--- src/rtl/cordic_pkg.sv ---
// Shared constants and FSM encoding for the CORDIC arcsine feeder.
package cordic_pkg;

    localparam int unsigned Q_FRAC    = 12;
    localparam logic [15:0] Q_ONE     = 16'h1000;
    localparam logic [15:0] Q_NEG_ONE = 16'hF000;

    typedef enum logic [1:0] {
        StIdle,
        StRun,
        StDrop,
        StOut
    } state_t;

endpackage

--- src/rtl/cordic_arcsine_feeder_if.sv ---
// Stream-in, core handshake and stream-out signals of the arcsine feeder.
interface cordic_arcsine_feeder_if #(
    parameter int unsigned WIDTH     = 16,
    parameter int unsigned CNT_WIDTH = 16
);

    logic                 in_valid;
    logic                 in_ready;
    logic [WIDTH-1:0]     in_data;
    logic                 core_start;
    logic [WIDTH-1:0]     core_z;
    logic [WIDTH-1:0]     core_result;
    logic                 core_done;
    logic                 core_error;
    logic                 out_valid;
    logic                 out_ready;
    logic [WIDTH-1:0]     out_data;
    logic                 out_err;
    logic                 out_timeout;
    logic [CNT_WIDTH-1:0] sample_cnt;
    logic [CNT_WIDTH-1:0] err_cnt;

    // Environment side: upstream producer, the core itself and the downstream sink.
    modport master (
        output in_valid, in_data, core_result, core_done, core_error, out_ready,
        input  in_ready, core_start, core_z, out_valid, out_data, out_err, out_timeout,
        input  sample_cnt, err_cnt
    );

    // Feeder side.
    modport slave (
        input  in_valid, in_data, core_result, core_done, core_error, out_ready,
        output in_ready, core_start, core_z, out_valid, out_data, out_err, out_timeout,
        output sample_cnt, err_cnt
    );

endinterface

--- src/rtl/cordic_sample_fifo.sv ---
// Synchronous FIFO buffering input samples; extra pointer MSB tells full from empty.
module cordic_sample_fifo #(
    parameter int unsigned WIDTH = 16,
    parameter int unsigned DEPTH = 4
) (
    input  logic             clk,
    input  logic             rst_n,
    input  logic             push,
    input  logic [WIDTH-1:0] push_data,
    input  logic             pop,
    output logic [WIDTH-1:0] pop_data,
    output logic             full,
    output logic             empty
);

    localparam int unsigned AW = $clog2(DEPTH);
    localparam logic [AW:0] PTR_ONE = {{AW{1'b0}}, 1'b1};

    logic [WIDTH-1:0] mem [DEPTH];
    logic [AW:0]      wr_ptr_q;
    logic [AW:0]      rd_ptr_q;

    assign full     = (wr_ptr_q[AW] != rd_ptr_q[AW]) && (wr_ptr_q[AW-1:0] == rd_ptr_q[AW-1:0]);
    assign empty    = (wr_ptr_q == rd_ptr_q);
    assign pop_data = mem[rd_ptr_q[AW-1:0]];

    // Pointer advance; reset flushes by equalising the pointers.
    always_ff @(posedge clk) begin
        if (!rst_n) begin
            wr_ptr_q <= '0;
            rd_ptr_q <= '0;
        end else begin
            if (push && !full) wr_ptr_q <= wr_ptr_q + PTR_ONE;
            if (pop && !empty) rd_ptr_q <= rd_ptr_q + PTR_ONE;
        end
    end

    // Storage write; contents need no reset since the pointers define validity.
    always_ff @(posedge clk) begin
        if (push && !full) mem[wr_ptr_q[AW-1:0]] <= push_data;
    end

endmodule

--- src/rtl/cordic_arcsine_feeder.sv ---
// Stream front-end for the CORDIC arcsine core: buffers samples, runs the core
// one sample at a time with a completion watchdog, and returns results in order.
module cordic_arcsine_feeder
    import cordic_pkg::*;
#(
    parameter int unsigned WIDTH       = 16,
    parameter int unsigned FIFO_DEPTH  = 4,
    parameter int unsigned TIMEOUT_CYC = 32,
    parameter int unsigned CNT_WIDTH   = 16
) (
    input logic                     clk,
    input logic                     rst_n,
    cordic_arcsine_feeder_if.slave  bus
);

    localparam int unsigned WD_W = (TIMEOUT_CYC > 2) ? $clog2(TIMEOUT_CYC) : 1;
    localparam logic [WD_W-1:0]      WD_LAST = WD_W'(TIMEOUT_CYC - 1);
    localparam logic [WD_W-1:0]      WD_ONE  = WD_W'(1);
    localparam logic [CNT_WIDTH-1:0] CNT_ONE = CNT_WIDTH'(1);

    state_t               state_q;
    logic [WIDTH-1:0]     z_hold_q;
    logic                 start_q;
    logic [WD_W-1:0]      watchdog_q;
    logic                 out_valid_q;
    logic [WIDTH-1:0]     out_data_q;
    logic                 out_err_q;
    logic                 out_timeout_q;
    logic [CNT_WIDTH-1:0] sample_cnt_q;
    logic [CNT_WIDTH-1:0] err_cnt_q;

    logic             fifo_full;
    logic             fifo_empty;
    logic             fifo_pop;
    logic [WIDTH-1:0] fifo_data;

    // Pop only from registered empty, so a freshly pushed sample waits one cycle.
    assign fifo_pop = (state_q == StIdle) && !fifo_empty;

    cordic_sample_fifo #(
        .WIDTH (WIDTH),
        .DEPTH (FIFO_DEPTH)
    ) u_fifo (
        .clk       (clk),
        .rst_n     (rst_n),
        .push      (bus.in_valid),
        .push_data (bus.in_data),
        .pop       (fifo_pop),
        .pop_data  (fifo_data),
        .full      (fifo_full),
        .empty     (fifo_empty)
    );

    assign bus.in_ready    = !fifo_full;
    assign bus.core_start  = start_q;
    assign bus.core_z      = z_hold_q;
    assign bus.out_valid   = out_valid_q;
    assign bus.out_data    = out_data_q;
    assign bus.out_err     = out_err_q;
    assign bus.out_timeout = out_timeout_q;
    assign bus.sample_cnt  = sample_cnt_q;
    assign bus.err_cnt     = err_cnt_q;

    // Sequencer: IDLE -> RUN (core busy) -> DROP (start low) -> OUT (hold result).
    always_ff @(posedge clk) begin
        if (!rst_n) begin
            state_q       <= StIdle;
            z_hold_q      <= '0;
            start_q       <= 1'b0;
            watchdog_q    <= '0;
            out_valid_q   <= 1'b0;
            out_data_q    <= '0;
            out_err_q     <= 1'b0;
            out_timeout_q <= 1'b0;
            sample_cnt_q  <= '0;
            err_cnt_q     <= '0;
        end else begin
            unique case (state_q)
                StIdle: begin
                    if (!fifo_empty) begin
                        z_hold_q   <= fifo_data;
                        watchdog_q <= '0;
                        start_q    <= 1'b1;
                        state_q    <= StRun;
                    end
                end
                StRun: begin
                    watchdog_q <= watchdog_q + WD_ONE;
                    // Error outranks done when the core raises both.
                    if (bus.core_error) begin
                        out_data_q    <= '0;
                        out_err_q     <= 1'b1;
                        out_timeout_q <= 1'b0;
                        start_q       <= 1'b0;
                        state_q       <= StDrop;
                    end else if (bus.core_done) begin
                        out_data_q    <= bus.core_result;
                        out_err_q     <= 1'b0;
                        out_timeout_q <= 1'b0;
                        start_q       <= 1'b0;
                        state_q       <= StDrop;
                    end else if (watchdog_q == WD_LAST) begin
                        out_data_q    <= '0;
                        out_err_q     <= 1'b1;
                        out_timeout_q <= 1'b1;
                        start_q       <= 1'b0;
                        state_q       <= StDrop;
                    end
                end
                StDrop: begin
                    out_valid_q <= 1'b1;
                    state_q     <= StOut;
                end
                StOut: begin
                    if (bus.out_ready) begin
                        out_valid_q <= 1'b0;
                        if (!(&sample_cnt_q)) sample_cnt_q <= sample_cnt_q + CNT_ONE;
                        if (out_err_q && !(&err_cnt_q)) err_cnt_q <= err_cnt_q + CNT_ONE;
                        state_q <= StIdle;
                    end
                end
                default: state_q <= StIdle;
            endcase
        end
    end

endmodule
--- src/flat_wrapper.sv ---
// flat-port wrapper written by rule: the top's interface ports become plain ports
module cordic_arcsine_feeder_flat import cordic_pkg::*;
#(
    parameter int unsigned WIDTH       = 16,
    parameter int unsigned FIFO_DEPTH  = 4,
    parameter int unsigned TIMEOUT_CYC = 32,
    parameter int unsigned CNT_WIDTH   = 16
)
  (clk, rst_n, bus_in_valid, bus_in_data, bus_core_result, bus_core_done, bus_core_error, bus_out_ready, bus_in_ready, bus_core_start, bus_core_z, bus_out_valid, bus_out_data, bus_out_err, bus_out_timeout, bus_sample_cnt, bus_err_cnt);
  cordic_arcsine_feeder_if #(.WIDTH(WIDTH), .CNT_WIDTH(CNT_WIDTH)) bus_i ();
  input logic clk;
  input logic rst_n;
  input wire logic [$bits(bus_i.in_valid)-1:0] bus_in_valid;
  input wire logic [$bits(bus_i.in_data)-1:0] bus_in_data;
  input wire logic [$bits(bus_i.core_result)-1:0] bus_core_result;
  input wire logic [$bits(bus_i.core_done)-1:0] bus_core_done;
  input wire logic [$bits(bus_i.core_error)-1:0] bus_core_error;
  input wire logic [$bits(bus_i.out_ready)-1:0] bus_out_ready;
  output wire logic [$bits(bus_i.in_ready)-1:0] bus_in_ready;
  output wire logic [$bits(bus_i.core_start)-1:0] bus_core_start;
  output wire logic [$bits(bus_i.core_z)-1:0] bus_core_z;
  output wire logic [$bits(bus_i.out_valid)-1:0] bus_out_valid;
  output wire logic [$bits(bus_i.out_data)-1:0] bus_out_data;
  output wire logic [$bits(bus_i.out_err)-1:0] bus_out_err;
  output wire logic [$bits(bus_i.out_timeout)-1:0] bus_out_timeout;
  output wire logic [$bits(bus_i.sample_cnt)-1:0] bus_sample_cnt;
  output wire logic [$bits(bus_i.err_cnt)-1:0] bus_err_cnt;
  assign bus_i.in_valid = bus_in_valid;
  assign bus_i.in_data = bus_in_data;
  assign bus_i.core_result = bus_core_result;
  assign bus_i.core_done = bus_core_done;
  assign bus_i.core_error = bus_core_error;
  assign bus_i.out_ready = bus_out_ready;
  assign bus_in_ready = bus_i.in_ready;
  assign bus_core_start = bus_i.core_start;
  assign bus_core_z = bus_i.core_z;
  assign bus_out_valid = bus_i.out_valid;
  assign bus_out_data = bus_i.out_data;
  assign bus_out_err = bus_i.out_err;
  assign bus_out_timeout = bus_i.out_timeout;
  assign bus_sample_cnt = bus_i.sample_cnt;
  assign bus_err_cnt = bus_i.err_cnt;
  cordic_arcsine_feeder #(.WIDTH(WIDTH), .FIFO_DEPTH(FIFO_DEPTH), .TIMEOUT_CYC(TIMEOUT_CYC), .CNT_WIDTH(CNT_WIDTH)) u_core (.clk(clk), .rst_n(rst_n), .bus(bus_i));
endmodule
--- config.mk ---
export PLATFORM = sky130hd
export DESIGN_NAME = cordic_arcsine_feeder_flat
export DESIGN_NICKNAME = d
export VERILOG_FILES = /design/src/rtl/cordic_pkg.sv /design/src/rtl/cordic_arcsine_feeder_if.sv /design/src/rtl/cordic_sample_fifo.sv /design/src/rtl/cordic_arcsine_feeder.sv /design/src/flat_wrapper.sv
export SDC_FILE = /design/constraint.sdc
export NUM_CORES = 1
export LEC_CHECK = 0
export CAP_MARGIN = 25
export CELL_PAD_IN_SITES_DETAIL_PLACEMENT = 1
export CELL_PAD_IN_SITES_GLOBAL_PLACEMENT = 2
export CORE_AREA = 2 2 138 140
export CTS_CLUSTER_DIAMETER = 60
export DETAILED_ROUTE_END_ITERATION = 8
export DIE_AREA = 0 0 140 142
export PLACE_DENSITY = 0.83
export SYNTH_ARGS = -nofsm -noshare
export SYNTH_HDL_FRONTEND = slang
export SYNTH_SLANG_ARGS = --single-unit
--- constraint.sdc ---
create_clock -name clk -period 2.7 [get_ports clk]
set_input_delay 0.675 -clock clk [delete_from_list [all_inputs] [get_ports clk]]
set_output_delay 0.675 -clock clk [all_outputs]
set_load 0.02 [all_outputs]
# --- Word-level counts from Yosys, hierarchy flattened ---
# Memories as Yosys holds them, arrays and structs flattened. A register that Yosys moved wholly into a read port is not among the register bits.
# Cells that the tools add are included.
op_classes:
  n_reduce_logical: 23
  n_eq_ne: 10
  muxes: 24
  n_bitwise: 2
  addsub: 5
op_table:
  columns: ["op", "n"]
  rows:
  - ["two-way mux 16 bit", 3]
  - ["adder 16 x 1 -> 16 bit, second input constant", 2]
  - ["AND reduction 16 bit", 2]
  - ["AND reduction 3 bit", 4]
  - ["two-way mux 1 bit", 11]
  - ["two-way mux 2 bit", 5]
  - ["case mux 5 bit (2 select lines)", 1]
  - ["case mux 2 bit (4 select lines)", 1]
  - ["AND reduction 2 bit", 4]
  - ["adder 3 x 1 -> 3 bit, second input constant", 2]
  - ["adder 5 x 1 -> 5 bit, second input constant", 1]
  - ["equality test 5 bit, second input constant", 1]
  - ["logical AND 1 bit", 5]
  - ["two-way mux 5 bit", 1]
  - ["equality test 2 bit, second input constant", 2]
  - ["logical NOT 1 bit", 4]
  - ["!= test 2 bit, second input constant", 2]
  - ["!= test 4 x 3 -> 1 bit, second input constant", 1]
  - ["case mux 1 bit (2 select lines)", 2]
  - ["nonzero test 2 bit", 2]
  - ["equality test 3 bit", 1]
  - ["nonzero test 3 bit", 1]
  - ["equality test 2 x 1 -> 1 bit, second input constant", 1]
  - ["equality test 2 bit", 1]
  - ["3 further kinds", 4]
word_totals:
  elab_cells: 76
  mem_count: 1
  regBits: 65
  mem_bits_rw: 64
  output_inout_bits: 69
mem_list:
  columns: ["name", "words", "width", "read_ports", "rd_ports_with_merged_regs", "write_ports", "line", "text"]
  rows:
  - ["u_core.u_fifo.mem", 4, 16, 1, 1, 1, "cordic_sample_fifo.sv:19", "logic [WIDTH-1:0] mem [DEPTH];"]

# --- Longest topological paths before layout ---
# Gate-level depths: netlist (run 1).
logic_depth:
  depth_word: 6
  mapped_depth: 9

# --- Cells and area by module ---
# A second synthesis (run 1) with hierarchy kept.
hier_totals:
  cells_unflattened: 530
  hier_area_um2: 6223.5
modules_own_cells:
  columns: ["module", "cells_per_inst", "area_each_um2", "seq_area_each_um2", "n_inst"]
  rows:
  - ["cordic_arcsine_feeder", 378, 3345.7, 1501.4, 1]
  - ["cordic_sample_fifo", 152, 2877.8, 2082.0, 1]

# --- Worst setup path before layout (run 1) ---
# OpenSTA, ideal clock, no wires.
synth_timing:
  path_type: "reg2reg"
  start: "reg u_core.u_fifo.rd_ptr_q[1]"
  end: "mem u_core.u_fifo.mem[3][0] (enable)"
  path_slack_ns: 0.731
  period_less_slack_ns: 1.969
  arrival_time_ns: 1.595
  n_path_buf: 1
  path_stages_with_launch: 5
  cell_sequence: "dfxtp_1 > buf_2 > xor2_1 > o31a_1 > and2_1"
synth_between:
  elab_chain_len: 6
synth_lines:
  columns: ["item", "line", "text"]
  rows:
  - ["start, declared", "cordic_sample_fifo.sv:21", "logic [AW:0] rd_ptr_q;"]
  - ["start signal, assigned", "cordic_sample_fifo.sv:34", "if (pop && !empty) rd_ptr_q <= rd_ptr_q + PTR_ONE;"]
  - ["equality test 2 bit", "cordic_sample_fifo.sv:23", "assign full = (wr_ptr_q[AW] != rd_ptr_q[AW]) && (wr_ptr_q[AW-1:0] == rd_ptr_q[AW-1:0]);"]
  - ["logical AND 1 bit", "cordic_sample_fifo.sv:23", null]
  - ["logical NOT 1 bit", "cordic_sample_fifo.sv:40", "if (push && !full) mem[wr_ptr_q[AW-1:0]] <= push_data;"]
  - ["logical AND 1 bit", "cordic_sample_fifo.sv:40", null]
  - ["two-way mux 1 bit", "cordic_sample_fifo.sv:40", null]
  - ["two-way mux 1 bit (not written as such)", "cordic_sample_fifo.sv:40", null]
  - ["end, declared", "cordic_sample_fifo.sv:19", null]
# Every way passes these cells.

# --- Worst setup path in the final report (run 1) ---
layout_timing:
  start: "reg u_core.u_fifo.rd_ptr_q[2]"
  end: "out bus_in_ready"
layout_between:
  elab_chain_len: 3
layout_lines:
  columns: ["item", "line", "text"]
  rows:
  - ["!= test 1 bit", "cordic_sample_fifo.sv:23", null]
  - ["logical AND 1 bit", "cordic_sample_fifo.sv:23", null]
  - ["logical NOT 1 bit", "cordic_arcsine_feeder.sv:54", "assign bus.in_ready = !fifo_full;"]
  - ["end, declared", "flat_wrapper.sv:19", "output wire logic [$bits(bus_i.in_ready)-1:0] bus_in_ready;"]
# Every way passes these cells.

==> flow_summary.ini, run 1 <==
[run_status]
status = finished, violations left
violations = DRC

[floorplan]
io_pins = 107
coreArea_mm2 = 0.0185
die_w_um = 140
dieArea_mm2 = 0.0199
initial_core_util = 0.332
die_h_um = 142
rows = 50

[power]
leakagePower_nw = 2.76
vdd_ir_drop_max_mv = 0.466
power.density_mw_per_mm2 = 812
finalPower_mw = 6.58

[yosys]
syn-num-nets = 585
synth-async-reset-ratio = 0
synth_area_mm2 = 0.00613
synthFlopType = dfxtp_1
yosysSeqAreaShare = 0.578
ys_seq_elements = 145
ys_types = 53
yosys-top-cells-count = dfxtp_1 (81), nand2_1 (80), edfxtp_1 (64), a21oi_1 (42), nor2_1 (26)
avgSynthCellArea_um2 = 11.5
synth-edff-count = 64
yosysMostFrequentCell = dfxtp_1
synth_top_area_cell = edfxtp_1
ys_warn_count = 0
synth.area.top_cells = edfxtp_1 (31%), dfxtp_1 (26%), mux4_2 (5.9%)
synth_top_area_share = 0.314
synthCells = 533

[global_routing]
antenna_found_initial = 0
overflow = 0
grt_pass1_wl_um = 25000
grt_use_total = 0.160
grt_pass1_vias = 4800
grt_max_degree = 60

[placed_design]
hpwl_um = 10600
pre_cts_ws_ns = 0.227
gp_congestion = 0.739
port-buffer-count = 106

[cts]
clk_path_buf_depth = 2
clk_pin_slew_ns = 0.06
postCtsSetupBuffers = 0
clk_latency_ns = 0.43
cts_sinks = 145
cts_hold_buf = 0
cts_inserted_buffers = 17
h-tree-depth = 4
cts_tree = built
cts-resized-gates = 0
cts-root-buf = clkbuf_16

[critical_path]
ff2ff_setup_slack_ns = 0.67
crit_required_ns = 2.03
r2r-end = u_core.bus.err_cnt[0]$_SDFFE_PN0P_
criticalPathCategory = flip-flop to output port
end_kind = output port
rr_worst_depth = 6
cp.arrival_ns = 1.88
cp-start-kind = flip-flop
rr_startpoint = u_core.bus.err_cnt[0]$_SDFFE_PN0P_
path_max_fanout = 4

[route]
num_vias = 4600
firstDrtPassIters = 6
finalWirelength_um = 15500
drc = 9
post_drt_wl_per_cell_um = 17.4
drtIter0Drc = 203
ant_nets = 0
via_per_inst = 5.14

[finish]
diodes = 0
drive_above_1_share = 0.118
nets = 700
syn_to_final_growth_pct = 32.1

[sta]
hold_viol_final = 0
worstMarginPinSlew_ns = 0.716
relSlewSlack = 0.518
finalWorstPathRequiredPeriod_ns = 2.56
skew_ns = 0.0206
finalSetupViolCount = 0
final_max_slew_viol_count = 0
fmax_mhz = 391
finalWorstSetupSlack_ns = 0.143
rsz0062_at_grt = no
period_share = 0.947
fin_setup_tns_ns = 0

[min_path]
min_path_cells = 2
hp-class = flip-flop to flip-flop
hp-start = u_core.bus.core_z[1]$_SDFFE_PN0P_
whs_endpoint = u_core.bus.core_z[1]$_SDFFE_PN0P_

[flow_run]
maxCapViolCount = 0
[power by group]
part           switching, mW  total, mW  internal (mW)
Clock                  0.977       2.44           1.46
Combinational          0.842       1.51          0.669
Sequential             0.125       2.63           2.51
Total                   1.94       6.58           4.64
[cell families after synthesis]
| family | after synthesis | synth area share |
|---|---|---|
| simple gates | 195 | 0.162 |
| flops | 145 | 0.578 |
| compound gates | 95 | 0.0978 |
| buf+inv | 39 | 0.0282 |
| mux | 39 | 0.0963 |
| fa+ha+maj | 14 | 0.0286 |
| xor+xnor | 6 | 0.00857 |
[layout by cell type, fill, tap and decap left out, drive strengths merged, types with 9 or more instances in the layout]
cell / instances
nand2: 81
mux4: 16
a21oi: 42
nand4: 11
buf: 19
nand2b: 20
clkdlybuf4s50: 105
inv: 15
nor2: 26
nand3: 9
dfxtp: 81
ha: 14
edfxtp: 64
mux2i: 23
clkbuf: 20
a22oi: 16
[how the worst max path moves through the flow]
| stage | end | cells after the start | startpoint |
|---|---|---|---|
| 2_1_floorplan | u_core.u_fifo.mem[3][0]$_DFFE_PP_ | 4 | u_core.u_fifo.rd_ptr_q[1]$_SDFFE_PN0P_ |
| 3_3_place_gp | u_core.bus.sample_cnt[15]$_SDFFE_PN0P_ | 5 | bus_out_ready |
| 3_5_place_dp | u_core.bus.sample_cnt[13]$_SDFFE_PN0P_ | 5 | bus_out_ready |
| 4_1_cts | bus_in_ready | 3 | u_core.u_fifo.rd_ptr_q[2]$_SDFFE_PN0P_ |
| 5_1_grt | bus_in_ready | 3 | u_core.u_fifo.rd_ptr_q[2]$_SDFFE_PN0P_ |
| 6_report | bus_in_ready | 3 | u_core.u_fifo.rd_ptr_q[2]$_SDFFE_PN0P_ |
[critical path, stage by stage, from the launching register on]
cell and delay, ns:
dfxtp_1 0.40, xnor2_1 0.11, or3_1 0.38, clkdlybuf4s50_1 0.57
[area by class of cell]
class,instances,area (µm²)
fill,1949,10400
sequential,145,3540
multi-input combinational,349,2420
timing repair buffer,124,1190
clock buffer,20,468
tap,234,293
clock inverter,12,145
inverter,11,41.3
[registers in the layout (all words and copies together) (netlist names)]
name                    count
u_core.bus.err_cnt         16
u_core.u_fifo.wr_ptr_q      3
u_core.bus.sample_cnt      16
u_core.u_fifo.mem          64
u_core.bus.core_z          16
u_core.bus.out_timeout      1
u_core.watchdog_q           5
u_core.state_q              2
u_core.bus.core_start       1
u_core.bus.out_err          1
u_core.u_fifo.rd_ptr_q      3
u_core.bus.out_valid        1
u_core.bus.out_data        16
[per-layer routing]
layer,up-vias,GRT usage,part of all wire
li1,2204,-,-
met1,2290,0.191,0.44
met5,-,0,0
met3,15,0.0336,0.032
met2,91,0.288,0.52
met4,0,0.0564,0.013
[through the flow]
| step | util | instances | hold slack [ns] | cell area [µm²] |
|---|---|---|---|---|
| floorplan | - | 533 | 0.451 | 6130 |
| global placement | 0.406 | 863 | 0.447 | 7490 |
| detailed placement | 0.406 | 863 | 0.448 | 7490 |
| CTS | 0.439 | 895 | 0.457 | 8100 |
| global route | 0.439 | 895 | 0.483 | 8100 |
| finish | 0.439 | 895 | 0.453 | 8100 |
(Power assumes the default switching activity.)
==> run 2, diff against run 1 <==
- PLACE_DENSITY: 0.83 -> default
- PLACE_DENSITY_LB_ADDON: default -> 0.1
==> run 2 against run 1 <==
The flow still finishes with violations (DRC); critical path type unchanged; count of clock-buffer cells in the layout shrank 3; combinational power is essentially flat; die area is the same; cell count is the same; clock skew shrank 0.010 ns; sequential power is essentially flat.
==> flow_summary.ini, run 2 (synthesized netlist as in run 1, its figures left out) <==
[placed_design]
gp_congestion = 0.725
pre_cts_ws_ns = 0.218
port-buffer-count = 106
hpwl_um = 10200

[sta]
finalSetupViolCount = 0
finalWorstPathRequiredPeriod_ns = 2.60
fin_setup_tns_ns = 0
final_max_slew_viol_count = 0
skew_ns = 0.0104
hold_viol_final = 0
fmax_mhz = 385
rsz0062_at_grt = no
finalWorstSetupSlack_ns = 0.104
relSlewSlack = 0.364
worstMarginPinSlew_ns = 0.954
period_share = 0.961

[flow_run]
maxCapViolCount = 0

[floorplan]
initial_core_util = 0.332
coreArea_mm2 = 0.0185
rows = 50
die_h_um = 142
dieArea_mm2 = 0.0199
io_pins = 107
die_w_um = 140

[route]
post_drt_wl_per_cell_um = 17.3
firstDrtPassIters = 6
drtIter0Drc = 206
ant_nets = 0
finalWirelength_um = 15500
drc = 7
num_vias = 4550
via_per_inst = 5.08

[cts]
cts_inserted_buffers = 17
cts-root-buf = clkbuf_16
cts_sinks = 145
clk_path_buf_depth = 2
clk_pin_slew_ns = 0.06
cts-resized-gates = 0
cts_hold_buf = 0
h-tree-depth = 4
postCtsSetupBuffers = 0
cts_tree = built
clk_latency_ns = 0.43

[min_path]
min_path_cells = 2
hp-class = flip-flop to flip-flop
whs_endpoint = u_core.bus.core_z[14]$_SDFFE_PN0P_
hp-start = u_core.bus.core_z[14]$_SDFFE_PN0P_

[run_status]
violations = DRC
status = finished, violations left

[critical_path]
criticalPathCategory = flip-flop to output port
rr_worst_depth = 5
ff2ff_setup_slack_ns = 0.67
end_kind = output port
path_max_fanout = 5
cp-start-kind = flip-flop
r2r-end = u_core.bus.core_z[4]$_SDFFE_PN0P_
rr_startpoint = u_core.u_fifo.wr_ptr_q[1]$_SDFFE_PN0P_
cp.arrival_ns = 1.92
crit_required_ns = 2.03

[finish]
final_common_cell = clkdlybuf4s50_1
largest_register_ffs = 64
diodes = 0
nets = 700
fin_util = 0.438
syn_to_final_growth_pct = 32.0
drive_above_1_share = 0.120
layout_common_cells = clkdlybuf4s50_1 (105), dfxtp_1 (81), nand2_1 (80)

[global_routing]
overflow = 0
grt_max_degree = 60
antenna_found_initial = 0
grt_use_total = 0.162
grt_pass1_wl_um = 25000
grt_pass1_vias = 4694

[power]
power.density_mw_per_mm2 = 804
leakagePower_nw = 2.75
vdd_ir_drop_max_mv = 0.470
finalPower_mw = 6.51
## run 2: cell count changes in the layout (fill, tap and decap cells not counted), sizes merged
cell,before,now
inv,15,19
bufinv,2,1
clkbuf,20,17
## run 2: critical path: stages (launching register included)
cell and delay, ns:
dfxtp_1 0.42, xor2_1 0.12, or3_1 0.39, clkdlybuf4s50_1 0.56
## run 2: stage by stage
step,instances,area (µm²),hold slack (ns)
final,895,8090,0.454
after global routing,895,8090,0.477
after floorplan,533,6130,0.451
after detailed placement,863,7500,0.451
after global placement,863,7500,0.441
after CTS,895,8090,0.460
## run 2: final cells by class
cell class / count / area, µm²
inverter: 11 / 41.3
clock inverter: 15 / 166
multi-input combinational: 349 / 2420
clock buffer: 17 / 425
timing repair buffer: 124 / 1200
fill: 1980 / 10400
sequential: 145 / 3540
tap: 234 / 293
## run 2: worst max path at each step
stage | end | from
2_1_floorplan | u_core.u_fifo.mem[3][0]$_DFFE_PP_ | u_core.u_fifo.rd_ptr_q[1]$_SDFFE_PN0P_
3_3_place_gp | u_core.bus.sample_cnt[15]$_SDFFE_PN0P_ | bus_out_ready
3_5_place_dp | u_core.bus.sample_cnt[15]$_SDFFE_PN0P_ | bus_out_ready
4_1_cts | bus_in_ready | u_core.u_fifo.wr_ptr_q[1]$_SDFFE_PN0P_
5_1_grt | bus_in_ready | u_core.u_fifo.wr_ptr_q[1]$_SDFFE_PN0P_
6_report | bus_in_ready | u_core.u_fifo.wr_ptr_q[1]$_SDFFE_PN0P_
## run 2: layer usage
layer,routed length [µm],vias up,track usage
li1,-,2199,-
met1,7240,2247,0.206
met2,7400,87,0.270
met3,628,17,0.0387
met4,227,0,0.0590
met5,0,-,0
## run 2: report_power, final
group | leakage, nW | switching, mW | internal [mW]
combinational | 1.22 | 0.862 | 0.660
sequential | 1.24 | 0.119 | 2.51
clock | 0.287 | 1.04 | 1.31
==> run 3, diff against run 2 <==
- CORE_AREA: 2 2 138 140 -> 2 2 144 146
- DIE_AREA: 0 0 140 142 -> 0 0 146 148
- clock period: 2.7 -> 2.2 ns (I/O delays scaled with it)
==> run 3 against run 2 <==
The flow now finishes without violations; wire length is 5.6% higher; non-clock buffer count is 14 higher; sequential cell count stayed put; worst setup slack worse by 0.025 ns; sequential share of layout area is 0.73 points lower; sequential power is 22% higher; count of clock-buffer cells in the layout stayed put; cell count is 5.6% higher; final area is 1.8% higher; largest power group unchanged.
==> flow_summary.ini, run 3 (synthesized netlist as in run 1, its figures left out) <==
[floorplan]
die_w_um = 146
rows = 52
io_pins = 107
initial_core_util = 0.306
dieArea_mm2 = 0.0216
coreArea_mm2 = 0.0200
die_h_um = 148

[critical_path]
rr_worst_depth = 8
path_max_fanout = 5
startpoint = u_core.u_fifo.wr_ptr_q[1]$_SDFFE_PN0P_
crit_end = bus_in_ready
ff2ff_setup_slack_ns = 0.24
cp-start-kind = flip-flop
r2r-end = u_core.bus.out_data[0]$_SDFFE_PN0P_
end_kind = output port
cp.arrival_ns = 1.57
criticalPathCategory = flip-flop to output port
rr_startpoint = u_core.watchdog_q[0]$_SDFFE_PN0P_
crit_required_ns = 1.65

[finish]
drive_above_1_share = 0.144
largest_register_ffs = 64
nets = 714
syn_to_final_growth_pct = 34.4
final_common_cell = clkdlybuf4s50_1
diodes = 0
layout_common_cells = clkdlybuf4s50_1 (104), nand2_1 (80), dfxtp_1 (77)

[sta]
rsz0062_at_grt = no
finalSetupViolCount = 0
relSlewSlack = 0.399
final_max_slew_viol_count = 0
worstMarginPinSlew_ns = 0.902
fmax_mhz = 472
finalWorstPathRequiredPeriod_ns = 2.12
whs_ns = 0.454
period_share = 0.964
hold_viol_final = 0
finalWorstSetupSlack_ns = 0.0796
skew_ns = 0.0101

[route]
firstDrtPassIters = 4
post_drt_wl_per_cell_um = 17.3
drc = 0
finalWirelength_um = 16400
ant_nets = 0
drtIter0Drc = 179
num_vias = 4678
via_per_inst = 4.95

[cts]
cts-root-buf = clkbuf_16
clk_pin_slew_ns = 0.06
h-tree-depth = 4
clk_path_buf_depth = 2
cts_inserted_buffers = 17
cts_sinks = 145
cts-resized-gates = 6
cts_tree = built
cts_hold_buf = 0
clk_latency_ns = 0.42
postCtsSetupBuffers = 0

[power]
power_frac_seq = 0.407
leakagePower_nw = 2.82
vdd_ir_drop_max_mv = 0.568
power.density_mw_per_mm2 = 962
p_int_mw = 5.44
combinationalPowerShare = 0.250
clkPwrFrac = 0.344
p_switching_mw = 2.48
switching_share = 0.313

[global_routing]
grt_use_total = 0.157
grt_pass1_wl_um = 26700
overflow = 0
grt_pass1_vias = 5048
grt_max_degree = 60
antenna_found_initial = 0

[min_path]
hp-class = flip-flop to flip-flop

[flow_run]
maxCapViolCount = 0

[placed_design]
gp_congestion = 0.732
hpwl_um = 11300
port-buffer-count = 106
pre_cts_ws_ns = -0.140

[run_status]
status = finished, final reports clean
-- run 3: layout make-up --
type,instances,area (µm²)
Clock buffer,17,425
Fill cell,2209,11800
Inverter,11,41.3
Sequential cell,145,3550
Timing Repair Buffer,138,1350
Clock inverter,15,121
Tap cell,270,338
Multi-Input combinational cell,349,2420
-- run 3: per-stage QoR --
step	total power [mW]	TNS, ns	util	area [µm²]	std cells
floorplan	4.41	0	-	6130	533
global placement	5.24	-0.263	0.384	7690	913
detailed placement	5.30	-0.600	0.384	7690	913
CTS	8.05	0	0.411	8240	945
global route	8.35	0	0.411	8240	945
finish	7.92	0	0.411	8240	945
-- run 3: how the worst min path moves through the flow --
stage / start / to / cells after the start
final: u_core.bus.core_z[6]$_SDFFE_PN0P_ / u_core.bus.core_z[6]$_SDFFE_PN0P_ / 2
after global routing: u_core.bus.core_z[13]$_SDFFE_PN0P_ / u_core.bus.core_z[13]$_SDFFE_PN0P_ / 2
after CTS: u_core.bus.core_z[6]$_SDFFE_PN0P_ / u_core.bus.core_z[6]$_SDFFE_PN0P_ / 2
after detailed placement: u_core.bus.core_z[6]$_SDFFE_PN0P_ / u_core.bus.core_z[6]$_SDFFE_PN0P_ / 2
after global placement: u_core.bus.core_z[7]$_SDFFE_PN0P_ / u_core.bus.core_z[7]$_SDFFE_PN0P_ / 2
after floorplan: u_core.watchdog_q[4]$_SDFFE_PN0P_ / u_core.watchdog_q[4]$_SDFFE_PN0P_ / 2
-- run 3: metal layers --
metal | global-route usage | vias to the layer above | share of wire
met3 | 0.0321 | 15 | 0.027
met4 | 0.0573 | 0 | 0.015
met5 | 0 | - | 0
met2 | 0.275 | 80 | 0.51
met1 | 0.191 | 2351 | 0.44
li1 | - | 2232 | -
-- run 3: power groups by stage --
stage / clock [mW] / sequential, mW / combinational, mW
floorplan: 0 / 3.44 / 0.965
global placement: 0 / 3.27 / 1.96
detailed placement: 0 / 3.29 / 2.01
CTS: 2.80 / 3.23 / 2.02
global route: 2.92 / 3.26 / 2.18
finish: 2.72 / 3.22 / 1.98
-- run 3: critical path, cell delays in order (launching register included) --
cell and delay, ns:
dfxtp_2 0.35, xor2_1 0.15, or3_1 0.39, clkdlybuf4s15_2 0.28
